--- config.mk ---
export PLATFORM = sky130hd
export DESIGN_NAME = egress_port
export DESIGN_NICKNAME = d
export VERILOG_FILES = /design/src/rtl/switch_pkg.sv /design/src/rtl/arbiter.sv /design/src/rtl/egress_port.sv
export SDC_FILE = /design/constraint.sdc
export NUM_CORES = 1
export LEC_CHECK = 0
export BUFFER_PORTS_ARGS = -buffer_cell sky130_fd_sc_hd__buf_2
export CAP_MARGIN = 20
export CORE_ASPECT_RATIO = 0.9
export CORE_MARGIN = 5
export CORE_UTILIZATION = 35
export DETAILED_ROUTE_END_ITERATION = 10
export HOLD_SLACK_MARGIN = 0.1
export PLACE_DENSITY = 0.69
export RECOVER_POWER = 50
export SKIP_LAST_GASP = 1
export SLEW_MARGIN = 20
export SYNTH_ARGS = -nofsm -noshare
export SYNTH_HDL_FRONTEND = slang
export SYNTH_SLANG_ARGS = --single-unit
--- constraint.sdc ---
create_clock -name clk -period 1.9 [get_ports clk]
set_input_delay 0.285 -clock clk [delete_from_list [all_inputs] [get_ports clk]]
set_output_delay 0.285 -clock clk [all_outputs]
set_load 0.05 [all_outputs]
--- src/rtl/switch_pkg.sv ---
// ============================================================================
// Module      : switch_pkg
// Description : Shared types and constants for the 4-port switch fabric.
//               NUM_PORTS / PORT_W size the per-port vectors, egress_state_e
//               is the egress scheduler state, beat_t is one payload beat.
//               lowest_set_idx() converts a grant vector to a port index.
// Revision    : 1.0 - initial release
// ============================================================================
`default_nettype none

package switch_pkg;

  localparam int NUM_PORTS  = 4;
  localparam int PORT_W     = 2;
  localparam int DATA_W_DEF = 32;

  typedef enum logic [1:0] {
    IDLE = 2'd0,
    ARB  = 2'd1,
    XFER = 2'd2
  } egress_state_e;

  typedef struct packed {
    logic [DATA_W_DEF-1:0] data;
    logic                  sop;
    logic                  eop;
  } beat_t;

  // Index of the lowest set bit; 0 when the vector is empty.
  function automatic logic [PORT_W-1:0] lowest_set_idx(input logic [NUM_PORTS-1:0] v);
    logic [PORT_W-1:0] idx;
    idx = '0;
    for (int i = NUM_PORTS - 1; i >= 0; i--) begin
      if (v[i]) idx = PORT_W'(i);
    end
    return idx;
  endfunction

endpackage

`default_nettype wire

--- src/rtl/arbiter.sv ---
// ============================================================================
// Module      : arbiter
// Description : Round-robin arbiter with a registered one-hot grant.
//               The search starts at the pointer; the pointer moves to one
//               past the winner, and only on cycles that issue a grant.
//               N must be a power of two (the index wraps naturally).
// Ports       : clk, rst_n (async, active-low)
//               req   [N-1:0] in  : request vector
//               grant [N-1:0] out : registered one-hot grant (0 if no req)
// Revision    : 1.0 - initial release
// ============================================================================
`default_nettype none

module arbiter #(
  parameter int N = 4
) (
  input  logic         clk,
  input  logic         rst_n,
  input  logic [N-1:0] req,
  output logic [N-1:0] grant
);

  localparam int PTR_W = (N > 1) ? $clog2(N) : 1;

  logic [PTR_W-1:0] ptr_q, ptr_d;
  logic [N-1:0]     grant_q, grant_d;
  logic [PTR_W-1:0] idx;
  logic             found;

  always_comb begin
    grant_d = '0;
    ptr_d   = ptr_q;
    found   = 1'b0;
    idx     = '0;
    for (int k = 0; k < N; k++) begin
      idx = ptr_q + PTR_W'(k);
      if (!found && req[idx]) begin
        found          = 1'b1;
        grant_d[idx]   = 1'b1;
        ptr_d          = idx + PTR_W'(1);
      end
    end
  end

  always_ff @(posedge clk or negedge rst_n) begin
    if (!rst_n) begin
      ptr_q   <= '0;
      grant_q <= '0;
    end else begin
      ptr_q   <= ptr_d;
      grant_q <= grant_d;
    end
  end

  assign grant = grant_q;

endmodule

`default_nettype wire

--- src/rtl/egress_port.sv ---
// ============================================================================
// Module      : egress_port
// Description : Per-output-port packet scheduler. Arbitrates packet starts
//               from the four ingress heads aimed at PORT_ID, locks the
//               winner for the whole packet and streams its beats through a
//               registered valid/ready output stage.
// Ports       : clk, rst_n (async, active-low)
//               in_valid/in_sop/in_eop [3:0] : ingress head status
//               in_dest [7:0]                 : 2-bit destination per port
//               in_data [4*DATA_W-1:0]        : head payload per port
//               in_ready [3:0]                : pop strobe (at most one set)
//               out_valid/out_data/out_sop/out_eop, out_ready : egress link
//               pkt_cnt, beat_cnt [31:0]      : only with EGRESS_STATS_EN
// Config      : `define EGRESS_STATS_EN adds the egress packet/beat counters.
// Revision    : 1.0 - initial release
// ============================================================================
`default_nettype none

module egress_port
  import switch_pkg::*;
#(
  parameter int                DATA_W  = 32,
  parameter logic [PORT_W-1:0] PORT_ID = '0
) (
  input  logic                        clk,
  input  logic                        rst_n,
  input  logic [NUM_PORTS-1:0]        in_valid,
  input  logic [NUM_PORTS-1:0]        in_sop,
  input  logic [NUM_PORTS-1:0]        in_eop,
  input  logic [NUM_PORTS*PORT_W-1:0] in_dest,
  input  logic [NUM_PORTS*DATA_W-1:0] in_data,
  output logic [NUM_PORTS-1:0]        in_ready,
  output logic                        out_valid,
  output logic [DATA_W-1:0]           out_data,
  output logic                        out_sop,
  output logic                        out_eop,
  input  logic                        out_ready
`ifdef EGRESS_STATS_EN
  ,
  output logic [31:0]                 pkt_cnt,
  output logic [31:0]                 beat_cnt
`endif
);

  logic [NUM_PORTS-1:0] req, req_arb, grant, grant_live;
  logic [DATA_W-1:0]    data_arr [NUM_PORTS];

  egress_state_e        state_q, state_d;
  logic [PORT_W-1:0]    sel_q, sel_d;
  logic                 xfer;

  logic                 out_valid_q, out_valid_d;
  logic                 out_sop_q, out_sop_d;
  logic                 out_eop_q, out_eop_d;
  logic [DATA_W-1:0]    out_data_q, out_data_d;

  for (genvar i = 0; i < NUM_PORTS; i++) begin : g_req
    assign req[i]      = in_valid[i] & in_sop[i] & (in_dest[PORT_W*i +: PORT_W] == PORT_ID);
    assign data_arr[i] = in_data[DATA_W*i +: DATA_W];
  end

  // Requests only reach the arbiter in IDLE, so its grant is non-zero only
  // in the cycle right after IDLE.
  assign req_arb = (state_q == IDLE) ? req : '0;

  arbiter #(.N(NUM_PORTS)) u_arb (
    .clk   (clk),
    .rst_n (rst_n),
    .req   (req_arb),
    .grant (grant)
  );

  // The grant reflects last cycle's requests; an ingress that dropped its
  // SOP head since then is treated as withdrawn.
  assign grant_live = grant & req;

  always_comb begin
    state_d  = state_q;
    sel_d    = sel_q;
    in_ready = '0;
    xfer     = 1'b0;
    case (state_q)
      IDLE: begin
        if (|req) state_d = ARB;
      end
      ARB: begin
        if (|grant_live) begin
          sel_d   = lowest_set_idx(grant_live);
          state_d = XFER;
        end else begin
          state_d = IDLE;
        end
      end
      XFER: begin
        in_ready[sel_q] = !out_valid_q | out_ready;
        xfer            = in_valid[sel_q] & in_ready[sel_q];
        if (xfer && in_eop[sel_q]) state_d = IDLE;
      end
      default: state_d = IDLE;
    endcase
  end

  always_comb begin
    out_valid_d = out_valid_q;
    out_sop_d   = out_sop_q;
    out_eop_d   = out_eop_q;
    out_data_d  = out_data_q;
    if (xfer) begin
      out_valid_d = 1'b1;
      out_sop_d   = in_sop[sel_q];
      out_eop_d   = in_eop[sel_q];
      out_data_d  = data_arr[sel_q];
    end else if (out_ready) begin
      out_valid_d = 1'b0;
    end
  end

  always_ff @(posedge clk or negedge rst_n) begin
    if (!rst_n) begin
      state_q     <= IDLE;
      sel_q       <= '0;
      out_valid_q <= 1'b0;
      out_sop_q   <= 1'b0;
      out_eop_q   <= 1'b0;
      out_data_q  <= '0;
    end else begin
      state_q     <= state_d;
      sel_q       <= sel_d;
      out_valid_q <= out_valid_d;
      out_sop_q   <= out_sop_d;
      out_eop_q   <= out_eop_d;
      out_data_q  <= out_data_d;
    end
  end

  assign out_valid = out_valid_q;
  assign out_sop   = out_sop_q;
  assign out_eop   = out_eop_q;
  assign out_data  = out_data_q;

`ifdef EGRESS_STATS_EN
  logic [31:0] pkt_cnt_q, pkt_cnt_d;
  logic [31:0] beat_cnt_q, beat_cnt_d;

  always_comb begin
    pkt_cnt_d  = pkt_cnt_q;
    beat_cnt_d = beat_cnt_q;
    if (out_valid_q && out_ready) begin
      beat_cnt_d = beat_cnt_q + 32'd1;
      if (out_eop_q) pkt_cnt_d = pkt_cnt_q + 32'd1;
    end
  end

  always_ff @(posedge clk or negedge rst_n) begin
    if (!rst_n) begin
      pkt_cnt_q  <= '0;
      beat_cnt_q <= '0;
    end else begin
      pkt_cnt_q  <= pkt_cnt_d;
      beat_cnt_q <= beat_cnt_d;
    end
  end

  assign pkt_cnt  = pkt_cnt_q;
  assign beat_cnt = beat_cnt_q;
`endif

endmodule

`default_nettype wire

==> insert_results.sql, run 1 <==
INSERT INTO impl_metrics (metric_group, metric, value, unit) VALUES
('outcome', 'status', 'complete, no violations', ''),
('layout', 'layout.cells.non_filler', '532', ''),
('die', 'dieArea', '0.01055', 'mm²'),
('logic_synthesis', 'synthesis.area_per_instance', '14.32', 'µm²'),
('cts', 'ctsHtreeMaxLevel', '2', ''),
('logic_synthesis', 'post_syn_instances', '210', ''),
('logic_synthesis', 'synth_top_cells_by_area', 'dfrtp_1, mux4_2, mux2_2', ''),
('placement', 'cells_after_dpl', '524', ''),
('sta', 'max_freq', '556.1', 'MHz'),
('placement', 'port_buffers', '189', ''),
('global_routing', 'grt_max_degree', '36', ''),
('sta', 'final-setup-viol-count', '0', ''),
('sta', 'min_period', '1.798', 'ns'),
('layout', 'leading_cell_type_in_the_layout_fill_and_taps_excluded', 'buf_2', ''),
('sta', 'max_slew_margin', '0.3083', ''),
('drt', 'detail_route.iter0.violations', '127', ''),
('drt', 'routed_via_density', '5.098', ''),
('layout', 'finalInstanceArea', '0.004335', 'mm²'),
('sta', 'tightest_slew', '1.038', 'ns'),
('worst_setup_path', 'cp.arrival', '2.01', 'ns'),
('layout', 'finish.utilization', '0.5108', ''),
('worst_setup_path', 'timing_worst_setup_path_type', 'flop to flop', ''),
('layout', 'fin_nets', '572', ''),
('global_routing', 'grt_first_pass_wirelength', '14.92', 'mm'),
('cts', 'insertion_delay', '0.30', 'ns'),
('sta', 'timing.final.crit_share', '0.9465', ''),
('die', 'die_width', '107.7', 'µm'),
('sta', 'clock-skew-final', '0.01157', 'ns'),
('placement', 'dpl-instance-area', '0.004237', 'mm²'),
('logic_synthesis', 'mappedNetlistNets', '369', ''),
('drt', 'post_detailed_route_wirelength_per_cell', '17.72', 'µm'),
('layout', 'final_layout_size_suffix_gt1_frac', '0.6828', ''),
('power', 'power_leakage', '2.148', 'nW'),
('cts', 'cts_root_buffer', 'clkbuf_8', ''),
('cts', 'clock_tree_from_tritoncts', 'built', ''),
('drt', 'drt_drc_violations_left', '0', ''),
('logic_synthesis', 'synth-seq-cells', '45', ''),
('power', 'peakVddDrop', '0.6281', 'mV'),
('logic_synthesis', 'ys_flop_type', 'dfrtp_1', ''),
('sta', 'fin_setup_tns', '0', 'ns'),
('logic_synthesis', 'synth_area_leader_cell', 'dfrtp_1', ''),
('worst_setup_path', 'crit_fanout', '5', ''),
('drt', 'num_vias', '2712', ''),
('placement', 'place_hpwl', '7.783', 'mm'),
('worst_setup_path', 'setup.worst_path.start_class', 'flop', ''),
('drt', 'final_antenna_net_count', '0', ''),
('drt', 'drt_first_pass_iters', '5', ''),
('logic_synthesis', 'synth-warning-count', '0', ''),
('global_routing', 'antenna_violations_before_repair', '0', ''),
('layout', 'layout_common_cells', 'buf_2, dfrtp_1, mux4_2', ''),
('logic_synthesis', 'portion_of_synthesized_cell_area_occupied_by_the_leading_cell_type', '0.3744', ''),
('cts', 'clock_tree.buffer_depth', '2', ''),
('sta', 'finalMaxSlewViolations', '0', ''),
('global_routing', 'grt_overflow', '0', ''),
('die', 'floorplan.rows', '32', ''),
('sta', 'timing_hold_violations_final', '0', ''),
('die', 'initial_core_util', '0.3544', ''),
('cts', 'cts_inserted_buffers', '5', ''),
('global_routing', 'grt_pass1_vias', '3032', ''),
('logic_synthesis', 'synth-async-reset-ratio', '1.000', ''),
('layout', 'number_of_antenna_diodes', '0', ''),
('cts', 'clk_transition_reported_paths', '0.08', 'ns'),
('flow_run', 'cap_viol_max_count', '0', ''),
('worst_hold_path', 'hp-class', 'primary input to flop', ''),
('logic_synthesis', 'synth_seq_area_share', '0.3744', ''),
('sta', 'rsz0062_at_grt', 'true', ''),
('logic_synthesis', 'synth-edff-count', '0', ''),
('global_routing', 'track_usage', '0.1781', ''),
('layout', 'layout-area-overhead-vs-synth', '44.13', '%'),
('logic_synthesis', 'netlist-cell-type-count', '38', ''),
('power', 'p_per_area', '1335', 'mW/mm²'),
('die', 'core_area', '0.008488', 'mm²'),
('die', 'top_level_ports', '190', ''),
('die', 'die_h', '97.95', 'µm'),
('logic_synthesis', 'synth.cell_area', '0.003008', 'mm²'),
('cts', 'cts.sinks', '45', ''),
('placement', 'place.gp.congestion', '0.7757', ''),
('worst_setup_path', 'end_kind', 'flop', ''),
('cts', 'post_cts.repair.setup_buffers', '0', ''),
('drt', 'overall_routed_net_length', '9.426', 'mm'),
('worst_setup_path', 'timing.critical_path.required', '2.11', 'ns'),
('power', 'post_layout_total_power', '5.787', 'mW');
==> cell type report <==
cell class | instances | area, µm²
fill | 781 | 4153
sequential | 45 | 1130
timing repair buffer | 208 | 1092
inverter | 3 | 13.76
clock inverter | 2 | 35.03
clock buffer | 5 | 68.82
tap | 119 | 148.9
multi-input combinational | 150 | 1847
==> synth_stat cells, types with 2 or more instances <==
cell / number
and4bb_1: 2
a21oi_1: 5
dfrtp_1: 45
buf_2: 6
buf_1: 2
inv_1: 2
clkbuf_1: 4
mux2_2: 34
nand2_1: 15
o21ai_0: 5
a22oi_1: 4
nor2_1: 9
a31oi_1: 5
mux4_2: 38
nand4bb_1: 4
ha_1: 8
==> worst max-delay path: stages (launching register included) <==
cell	delay, ns
dfrtp_2	0.43
inv_4	0.11
ha_4	0.22
mux4_2	0.38
nor3b_4	0.31
nand2_1	0.10
a31oi_1	0.17
==> per-layer routing <==
layer	vias to the layer above	track usage	wire, µm
li1	1245	-	-
met3	11	0.04032	750
met5	-	0	0
met1	1350	0.1963	3492
met2	106	0.3322	5058
met4	0	0.06214	125
==> cell families after synthesis <==
family,count (synthesis),share of synthesized area
adders and majority gates,8,0.03328
buffers and inverters,15,0.02121
xor gates and xnor gates,1,0.002912
AOI/OAI and AO/OA,26,0.05865
and+or+nand+nor,42,0.08902
muxes,73,0.4206
DFF,45,0.3744
==> path summary, 6_finish.rpt <==
check | cells after the start | to | slack [ns] | startpoint
setup / recovery | 6 | u_arb.grant[3]$_DFF_PN0_ | 0.10 | u_arb.ptr_q[0]$_DFFE_PN0P_
hold / removal | 3 | out_valid$_DFFE_PN0P_ | 0.31 | out_ready
setup reg to reg | 6 | u_arb.grant[3]$_DFF_PN0_ | 0.10 | u_arb.ptr_q[0]$_DFFE_PN0P_
hold reg to reg | 1 | out_data[7]$_DFFE_PN0P_ | 0.51 | out_data[7]$_DFFE_PN0P_
max in group asynchronous | 3 | u_arb.ptr_q[0]$_DFFE_PN0P_ | 0.37 | rst_n
min in group asynchronous | 3 | out_data[30]$_DFFE_PN0P_ | 0.70 | rst_n
==> metrics by stage <==
step	setup slack [ns]	hold slack, ns
after floorplan	-0.003037	-0.01059
after global placement	0.07998	0.2697
after detailed placement	0.03569	0.2728
after CTS	0.05155	0.3027
after global routing	-0.01107	0.3340
final	0.1016	0.3123
==> repair_timing <==
| action | CTS | global route |
|---|---|---|
| resized for setup | 0 | 6 |
| hold buffers | 1 | 0 |
| setup endpoints to repair | 0 | 7 |
| hold endpoints to repair | 45 | 0 |
==> state kept, by name, indices dropped and copies added, names as in the netlist <==
register / count
out_valid: 1
state_q: 2
u_arb.ptr_q: 2
out_sop: 1
out_data: 32
u_arb.grant: 4
out_eop: 1
sel_q: 2
==> report_power, final <==
part	switching [mW]	internal [mW]
clock network	0.327	0.383
logic	2.16	1.39
registers	0.192	1.33
(Power assumes the default switching activity.)
==> run 2, diff against run 1 <==
--- a/config.mk
+++ b/config.mk
@@ -5,14 +5,15 @@
 export SDC_FILE = /design/constraint.sdc
 export NUM_CORES = 1
 export LEC_CHECK = 0
+export ABC_AREA = 1
 export BUFFER_PORTS_ARGS = -buffer_cell sky130_fd_sc_hd__buf_2
 export CAP_MARGIN = 20
 export CORE_ASPECT_RATIO = 0.9
 export CORE_MARGIN = 5
-export CORE_UTILIZATION = 35
+export CORE_UTILIZATION = 47
 export DETAILED_ROUTE_END_ITERATION = 10
 export HOLD_SLACK_MARGIN = 0.1
-export PLACE_DENSITY = 0.69
+export PLACE_DENSITY = 0.84
 export RECOVER_POWER = 50
 export SKIP_LAST_GASP = 1
 export SLEW_MARGIN = 20
==> constraint.sdc (replaced) <==
create_clock -name clk -period 2.1 [get_ports clk]
set_input_delay 0.315 -clock clk [delete_from_list [all_inputs] [get_ports clk]]
set_output_delay 0.315 -clock clk [all_outputs]
set_load 0.05 [all_outputs]
==> insert_results.sql, run 2 <==
INSERT INTO impl_metrics (metric_group, metric, value, unit) VALUES
('global_routing', 'antenna_violations_before_repair', '0', ''),
('sta', 'timing.final.crit_share', '0.9647', ''),
('worst_setup_path', 'end_kind', 'primary output', ''),
('placement', 'dpl-instance-area', '0.004146', 'mm²'),
('logic_synthesis', 'synth.cell_area', '0.003122', 'mm²'),
('layout', 'finalInstanceArea', '0.004252', 'mm²'),
('sta', 'finalMaxSlewViolations', '0', ''),
('worst_setup_path', 'crit_fanout', '4', ''),
('die', 'dieArea', '0.008374', 'mm²'),
('drt', 'drt_first_pass_iters', '4', ''),
('logic_synthesis', 'synthesis.area_per_instance', '7.964', 'µm²'),
('global_routing', 'grt_first_pass_wirelength', '16.65', 'mm'),
('worst_setup_path', 'timing.critical_path.required', '1.78', 'ns'),
('cts', 'cts_root_buffer', 'clkbuf_8', ''),
('global_routing', 'grt_overflow', '0', ''),
('logic_synthesis', 'post_syn_instances', '392', ''),
('sta', 'timing_hold_violations_final', '0', ''),
('worst_setup_path', 'critical_path_buf_inv_count', '4', ''),
('die', 'top_level_ports', '190', ''),
('worst_setup_path', 'slowest_delay', '0.42', 'ns'),
('placement', 'port_buffers', '189', ''),
('worst_setup_path', 'critical-path-top-cell-by-count', 'inv_1', ''),
('cts', 'clock_tree_from_tritoncts', 'built', ''),
('cts', 'clock_tree.buffer_depth', '2', ''),
('logic_synthesis', 'synth_seq_area_share', '0.3607', ''),
('logic_synthesis', 'portion_of_synthesized_cell_area_occupied_by_the_leading_cell_type', '0.3607', ''),
('power', 'peakVddDrop', '0.8999', 'mV'),
('sta', 'max_freq', '493.6', 'MHz'),
('die', 'core_area', '0.006516', 'mm²'),
('sta', 'rsz0062_at_grt', 'true', ''),
('drt', 'post_detailed_route_wirelength_per_cell', '17.45', 'µm'),
('layout', 'number_of_antenna_diodes', '0', ''),
('logic_synthesis', 'synth-warning-count', '0', ''),
('power', 'p_per_area', '1446', 'mW/mm²'),
('sta', 'clock-skew-final', '0.009592', 'ns'),
('logic_synthesis', 'synth-async-reset-ratio', '1.000', ''),
('layout', 'leading_cell_type_in_the_layout_fill_and_taps_excluded', 'buf_2', ''),
('die', 'floorplan.rows', '28', ''),
('flow_run', 'cap_viol_max_count', '0', ''),
('drt', 'final_antenna_net_count', '0', ''),
('logic_synthesis', 'synth_area_leader_cell', 'dfrtp_1', ''),
('placement', 'place_hpwl', '8.685', 'mm'),
('logic_synthesis', 'mappedNetlistNets', '551', ''),
('cts', 'cts.sinks', '45', ''),
('logic_synthesis', 'netlist-cell-type-count', '25', ''),
('logic_synthesis', 'synth-edff-count', '0', ''),
('outcome', 'status', 'complete, no violations', ''),
('layout', 'final_layout_size_suffix_gt1_frac', '0.3789', ''),
('layout', 'layout.cells.non_filler', '660', ''),
('global_routing', 'grt_max_degree', '67', ''),
('layout', 'largest_register_ff_count', '32', ''),
('cts', 'cts_inserted_buffers', '5', ''),
('logic_synthesis', 'synth_most_common_cell', 'nand3_1', ''),
('logic_synthesis', 'synth_top_cells_by_area', 'dfrtp_1, nand3_1, a22oi_1', ''),
('layout', 'fin_nets', '728', ''),
('sta', 'max_slew_margin', '0.2489', ''),
('layout', 'layout-area-overhead-vs-synth', '36.19', '%'),
('global_routing', 'grt_pass1_vias', '3560', ''),
('drt', 'routed_via_density', '5.733', ''),
('placement', 'place.gp.congestion', '0.8241', ''),
('drt', 'drt_drc_violations_left', '0', ''),
('global_routing', 'track_usage', '0.2523', ''),
('sta', 'min_period', '2.026', 'ns'),
('power', 'power_leakage', '2.076', 'nW'),
('worst_setup_path', 'critPathSlowestCell', 'dfrtp_1', ''),
('die', 'initial_core_util', '0.4791', ''),
('layout', 'layout_common_cells', 'buf_2, nand3_1, nor2_1', ''),
('sta', 'final-setup-viol-count', '0', ''),
('sta', 'worst_hold_slack', '0.3126', 'ns'),
('logic_synthesis', 'ys_flop_type', 'dfrtp_1', ''),
('cts', 'ctsHtreeMaxLevel', '2', ''),
('die', 'die_h', '87.32', 'µm'),
('logic_synthesis', 'synth-seq-cells', '45', ''),
('drt', 'num_vias', '3784', ''),
('cts', 'insertion_delay', '0.30', 'ns'),
('logic_synthesis', 'synth_common_cells', 'nand3_1, nor2_1, dfrtp_1', ''),
('worst_hold_path', 'hp-class', 'primary input to flop', ''),
('layout', 'finish.utilization', '0.6525', ''),
('sta', 'tightest_slew', '1.127', 'ns'),
('worst_setup_path', 'ordered_list_of_cells_on_the_worst_path', 'inv_1, nor2_1, inv_1, nor2_1, inv_1, nor3_2, buf_4', ''),
('worst_setup_path', 'cp.arrival', '1.71', 'ns'),
('worst_setup_path', 'reg2reg_setup_slack', '0.22', 'ns'),
('placement', 'cells_after_dpl', '651', ''),
('cts', 'clk_transition_reported_paths', '0.09', 'ns'),
('worst_setup_path', 'setup.worst_path.start_class', 'flop', ''),
('worst_setup_path', 'timing.critical_path.max_delay_family', 'buffers and inverters', ''),
('drt', 'detail_route.iter0.violations', '214', ''),
('worst_setup_path', 'timing_worst_setup_path_type', 'flop to primary output', ''),
('drt', 'overall_routed_net_length', '11.52', 'mm'),
('die', 'die_width', '95.91', 'µm');
run 2: logic make-up (layout without fill, tap and decap cells):
kind of cell,count (synthesis),after routing,synth area share
compound gates,77,77,0.2144
flops,45,45,0.3607
simple gates,209,209,0.3150
fa+ha+maj,8,8,0.03207
buf+inv,52,230,0.07495
xor+xnor,1,1,0.002806
run 2: routing by layer:
metal	GRT usage	vias to the layer above	wire length, µm
li1	-	1793	-
met1	0.2912	1757	4325
met4	0.1305	0	542
met3	0.07174	46	1064
met2	0.4230	188	5587
met5	0	-	0
run 2: area by class of cell:
class / count / area [µm²]
Fill cell: 595 / 2265
Multi-Input combinational cell: 295 / 1772
Sequential cell: 45 / 1127
Timing Repair Buffer: 201 / 1045
Tap cell: 90 / 112.6
Clock buffer: 7 / 86.33
Inverter: 21 / 78.83
Clock inverter: 1 / 30.03
run 2: through the flow:
stage                     total power, mW  setup WS [ns]  TNS [ns]
after detailed placement            5.470         0.2496         0
after CTS                           6.151        0.02261         0
after floorplan                     4.410        -0.2009   -0.4018
after global routing                6.570       -0.03487   -0.1010
after global placement              5.363         0.2794         0
final                               6.149        0.07408         0
run 2: power by group:
part / total [mW] / switching (mW) / internal (mW)
Clock: 0.677 / 0.289 / 0.388
Sequential: 1.45 / 0.250 / 1.20
Combinational: 4.03 / 2.83 / 1.19
run 2: final timing paths:
kind                                              end                  startpoint  depth (start not counted)
setup / recovery                          in_ready[0]      state_q[1]$_DFFE_PN0P_                          7
hold / removal               out_data[10]$_DFFE_PN0P_                 in_data[74]                          3
setup reg to reg           u_arb.ptr_q[1]$_DFFE_PN0P_  u_arb.ptr_q[0]$_DFFE_PN0P_                         10
hold reg to reg                   out_eop$_DFFE_PN0P_         out_eop$_DFFE_PN0P_                          2
max in group asynchronous        sel_q[1]$_DFFE_PN0P_                       rst_n                          3
min in group asynchronous    out_data[15]$_DFFE_PN0P_                       rst_n                          3
run 2: timing repair:
item / in CTS / in global routing
endpoints found under the hold margin: 45 / 0
gates resized for setup: 2 / 2
setup endpoints to repair: 2 / 2
hold buffers: 1 / 0
buffers inserted: 0 / 0
run 2: worst register-to-register path, cell delays in order, from the launching register on:
cell,delay (ns)
dfrtp_1,0.37
inv_2,0.11
ha_1,0.43
inv_1,0.11
nand3_1,0.09
nand2_1,0.09
nor2_1,0.21
nand3_1,0.17
nand3_1,0.12
nor2_1,0.05
nor2_1,0.07
==> run 3, diff against run 2 <==
--- a/config.mk
+++ b/config.mk
@@ -14,7 +14,6 @@
 export DETAILED_ROUTE_END_ITERATION = 10
 export HOLD_SLACK_MARGIN = 0.1
 export PLACE_DENSITY = 0.84
-export RECOVER_POWER = 50
 export SKIP_LAST_GASP = 1
 export SLEW_MARGIN = 20
 export SYNTH_ARGS = -nofsm -noshare
==> insert_results.sql, run 3 (synthesized netlist as in run 2, its figures left out) <==
INSERT INTO impl_metrics (metric_group, metric, value, unit) VALUES
('global_routing', 'busiest_layer', 'met2', ''),
('worst_setup_path', 'setup.worst_path.start_class', 'flop', ''),
('global_routing', 'grt_first_pass_wirelength', '16.65', 'mm'),
('worst_hold_path', 'hold_path.startpoint', 'in_data[74]', ''),
('cts', 'cts.sinks', '45', ''),
('worst_setup_path', 'reg2reg_setup_slack', '0.23', 'ns'),
('sta', 'clock-skew-final', '0.006368', 'ns'),
('sta', 'max_freq', '493.1', 'MHz'),
('sta', 'rsz0062_at_grt', 'true', ''),
('sta', 'fin_setup_tns', '0', 'ns'),
('cts', 'clk_transition_reported_paths', '0.09', 'ns'),
('cts', 'ctsHtreeMaxLevel', '2', ''),
('cts', 'clock_tree.buffer_depth', '2', ''),
('cts', 'post_cts.repair.setup_buffers', '0', ''),
('worst_setup_path', 'r2r_end', 'u_arb.ptr_q[1]$_DFFE_PN0P_', ''),
('worst_setup_path', 'worst_reg_to_reg_path_cell_count', '12', ''),
('worst_setup_path', 'timing_worst_setup_path_type', 'flop to primary output', ''),
('drt', 'post_detailed_route_wirelength_per_cell', '17.36', 'µm'),
('power', 'post_layout_total_power', '6.170', 'mW'),
('sta', 'timing.final.crit_share', '0.9657', ''),
('global_routing', 'grt_pass1_vias', '3560', ''),
('sta', 'finalWorstSetupSlack', '0.07207', 'ns'),
('global_routing', 'globalRouteMet2Util', '0.4230', ''),
('sta', 'min_period', '2.028', 'ns'),
('global_routing', 'grt.met1_usage', '0.2912', ''),
('drt', 'num_vias', '3792', ''),
('cts', 'cts_root_buffer', 'clkbuf_8', ''),
('worst_hold_path', 'hp-class', 'primary input to flop', ''),
('worst_setup_path', 'crit_fanout', '4', ''),
('power', 'peakVddDrop', '0.8987', 'mV'),
('sta', 'finalMaxSlewViolations', '0', ''),
('sta', 'final-setup-viol-count', '0', ''),
('outcome', 'status', 'complete, no violations', ''),
('worst_setup_path', 'cp.arrival', '1.71', 'ns'),
('cts', 'insertion_delay', '0.30', 'ns'),
('worst_setup_path', 'r2r-start', 'u_arb.ptr_q[0]$_DFFE_PN0P_', ''),
('layout', 'number_of_antenna_diodes', '0', ''),
('die', 'top_level_ports', '190', ''),
('cts', 'cts_inserted_buffers', '5', ''),
('drt', 'final_antenna_net_count', '0', ''),
('sta', 'timing_hold_violations_final', '0', ''),
('drt', 'drt_first_pass_iters', '4', ''),
('layout', 'largest_register_ff_count', '32', ''),
('global_routing', 'grt_overflow', '0', ''),
('layout', 'layout-area-overhead-vs-synth', '37.35', '%'),
('drt', 'drt_drc_violations_left', '0', ''),
('sta', 'max_slew_margin', '0.7567', ''),
('die', 'dieArea', '0.008374', 'mm²'),
('cts', 'clock_tree_from_tritoncts', 'built', ''),
('global_routing', 'global_route.usage.met3', '0.07174', ''),
('global_routing', 'track_usage', '0.2523', ''),
('die', 'initial_core_util', '0.4791', ''),
('die', 'die_h', '87.32', 'µm'),
('worst_setup_path', 'end_kind', 'primary output', ''),
('drt', 'overall_routed_net_length', '11.46', 'mm'),
('global_routing', 'grt_max_degree', '67', ''),
('drt', 'detail_route.iter0.violations', '207', ''),
('layout', 'filler_cell_count', '583', ''),
('placement', 'cells_after_dpl', '651', ''),
('layout', 'leading_cell_type_in_the_layout_fill_and_taps_excluded', 'buf_2', ''),
('worst_hold_path', 'hold_path_end', 'out_data[10]$_DFFE_PN0P_', ''),
('layout', 'finish.utilization', '0.6580', ''),
('worst_setup_path', 'timing.critical_path.required', '1.78', 'ns'),
('power', 'p_per_area', '1439', 'mW/mm²'),
('placement', 'place_hpwl', '8.685', 'mm'),
('placement', 'place.gp.congestion', '0.8241', ''),
('sta', 'tightest_slew', '0.3650', 'ns'),
('die', 'core_area', '0.006516', 'mm²'),
('layout', 'layout.cells.non_filler', '660', ''),
('worst_hold_path', 'min_path_cells', '3', ''),
('drt', 'routed_via_density', '5.745', ''),
('power', 'power_leakage', '2.143', 'nW'),
('placement', 'dp_worst_setup_slack', '0.2496', 'ns'),
('layout', 'layout_common_cells', 'buf_2, nand3_1, nor2_1', ''),
('die', 'die_width', '95.91', 'µm'),
('die', 'floorplan.rows', '28', ''),
('placement', 'port_buffers', '189', ''),
('layout', 'final_layout_size_suffix_gt1_frac', '0.4088', ''),
('flow_run', 'cap_viol_max_count', '0', ''),
('layout', 'fin_nets', '728', ''),
('global_routing', 'antenna_violations_before_repair', '0', '');
## run 3: cell count changes in the layout (fill, tap and decap cells not counted), sizes merged
cell	before	now
clkbuf	25	7
buf	182	200
## run 3: timing repair
action                                  4_1_cts  5_1_grt
resized for setup                             2        2
hold buffers                                  1        0
hold endpoints to repair                     45        0
endpoints found under the setup margin        2        2
## run 3: worst max-delay path by stage
stage / startpoint / end / slack (ns) / cells after the start
floorplan: out_valid$_DFFE_PN0P_ / in_ready[0] / -0.20 / 5
global placement: u_arb.ptr_q[0]$_DFFE_PN0P_ / u_arb.ptr_q[1]$_DFFE_PN0P_ / 0.28 / 12
detailed placement: u_arb.ptr_q[0]$_DFFE_PN0P_ / u_arb.ptr_q[1]$_DFFE_PN0P_ / 0.25 / 10
CTS: state_q[1]$_DFFE_PN0P_ / in_ready[0] / 0.02 / 7
global route: state_q[1]$_DFFE_PN0P_ / in_ready[2] / -0.03 / 7
finish: state_q[1]$_DFFE_PN0P_ / in_ready[0] / 0.07 / 7
## run 3: cell type report
cell class / count / area (µm²) / share of cell area
Sequential cell: 45 / 1127 / 0.2629
Timing Repair Buffer: 201 / 1081 / 0.2521
Multi-Input combinational cell: 295 / 1772 / 0.4132
Inverter: 21 / 78.83 / 0.01838
Clock inverter: 1 / 30.03 / 0.007003
Clock buffer: 7 / 86.33 / 0.02013
Tap cell: 90 / 112.6 / 0.02626
## run 3: report_power, final
group	leakage, nW	internal, mW	total, mW	switching, mW
combinational	1.51	1.23	4.05	2.82
clock	0.0585	0.388	0.678	0.290
sequential	0.579	1.20	1.44	0.243
## run 3: through the flow
step	hold slack [ns]	cell area (µm²)
3_3_place_gp	0.3148	4146
3_5_place_dp	0.3123	4146
6_report	0.3115	4288
5_1_grt	0.3218	4288
2_1_floorplan	0.01941	3122
4_1_cts	0.3128	4278
## run 3: layer usage
layer | vias to the layer above | share of wire
li1 | 1795 | -
met1 | 1740 | 0.37
met2 | 211 | 0.48
met3 | 46 | 0.10
met4 | 0 | 0.047
met5 | - | 0
## run 3: worst max-delay path, cell delays in order, from the launching register on
cell and delay [ns]:
dfrtp_1 0.42, inv_1 0.06, nor2_1 0.12, inv_1 0.07, nor2_1 0.16, inv_1 0.13, nor3_2 0.20, buf_4 0.25
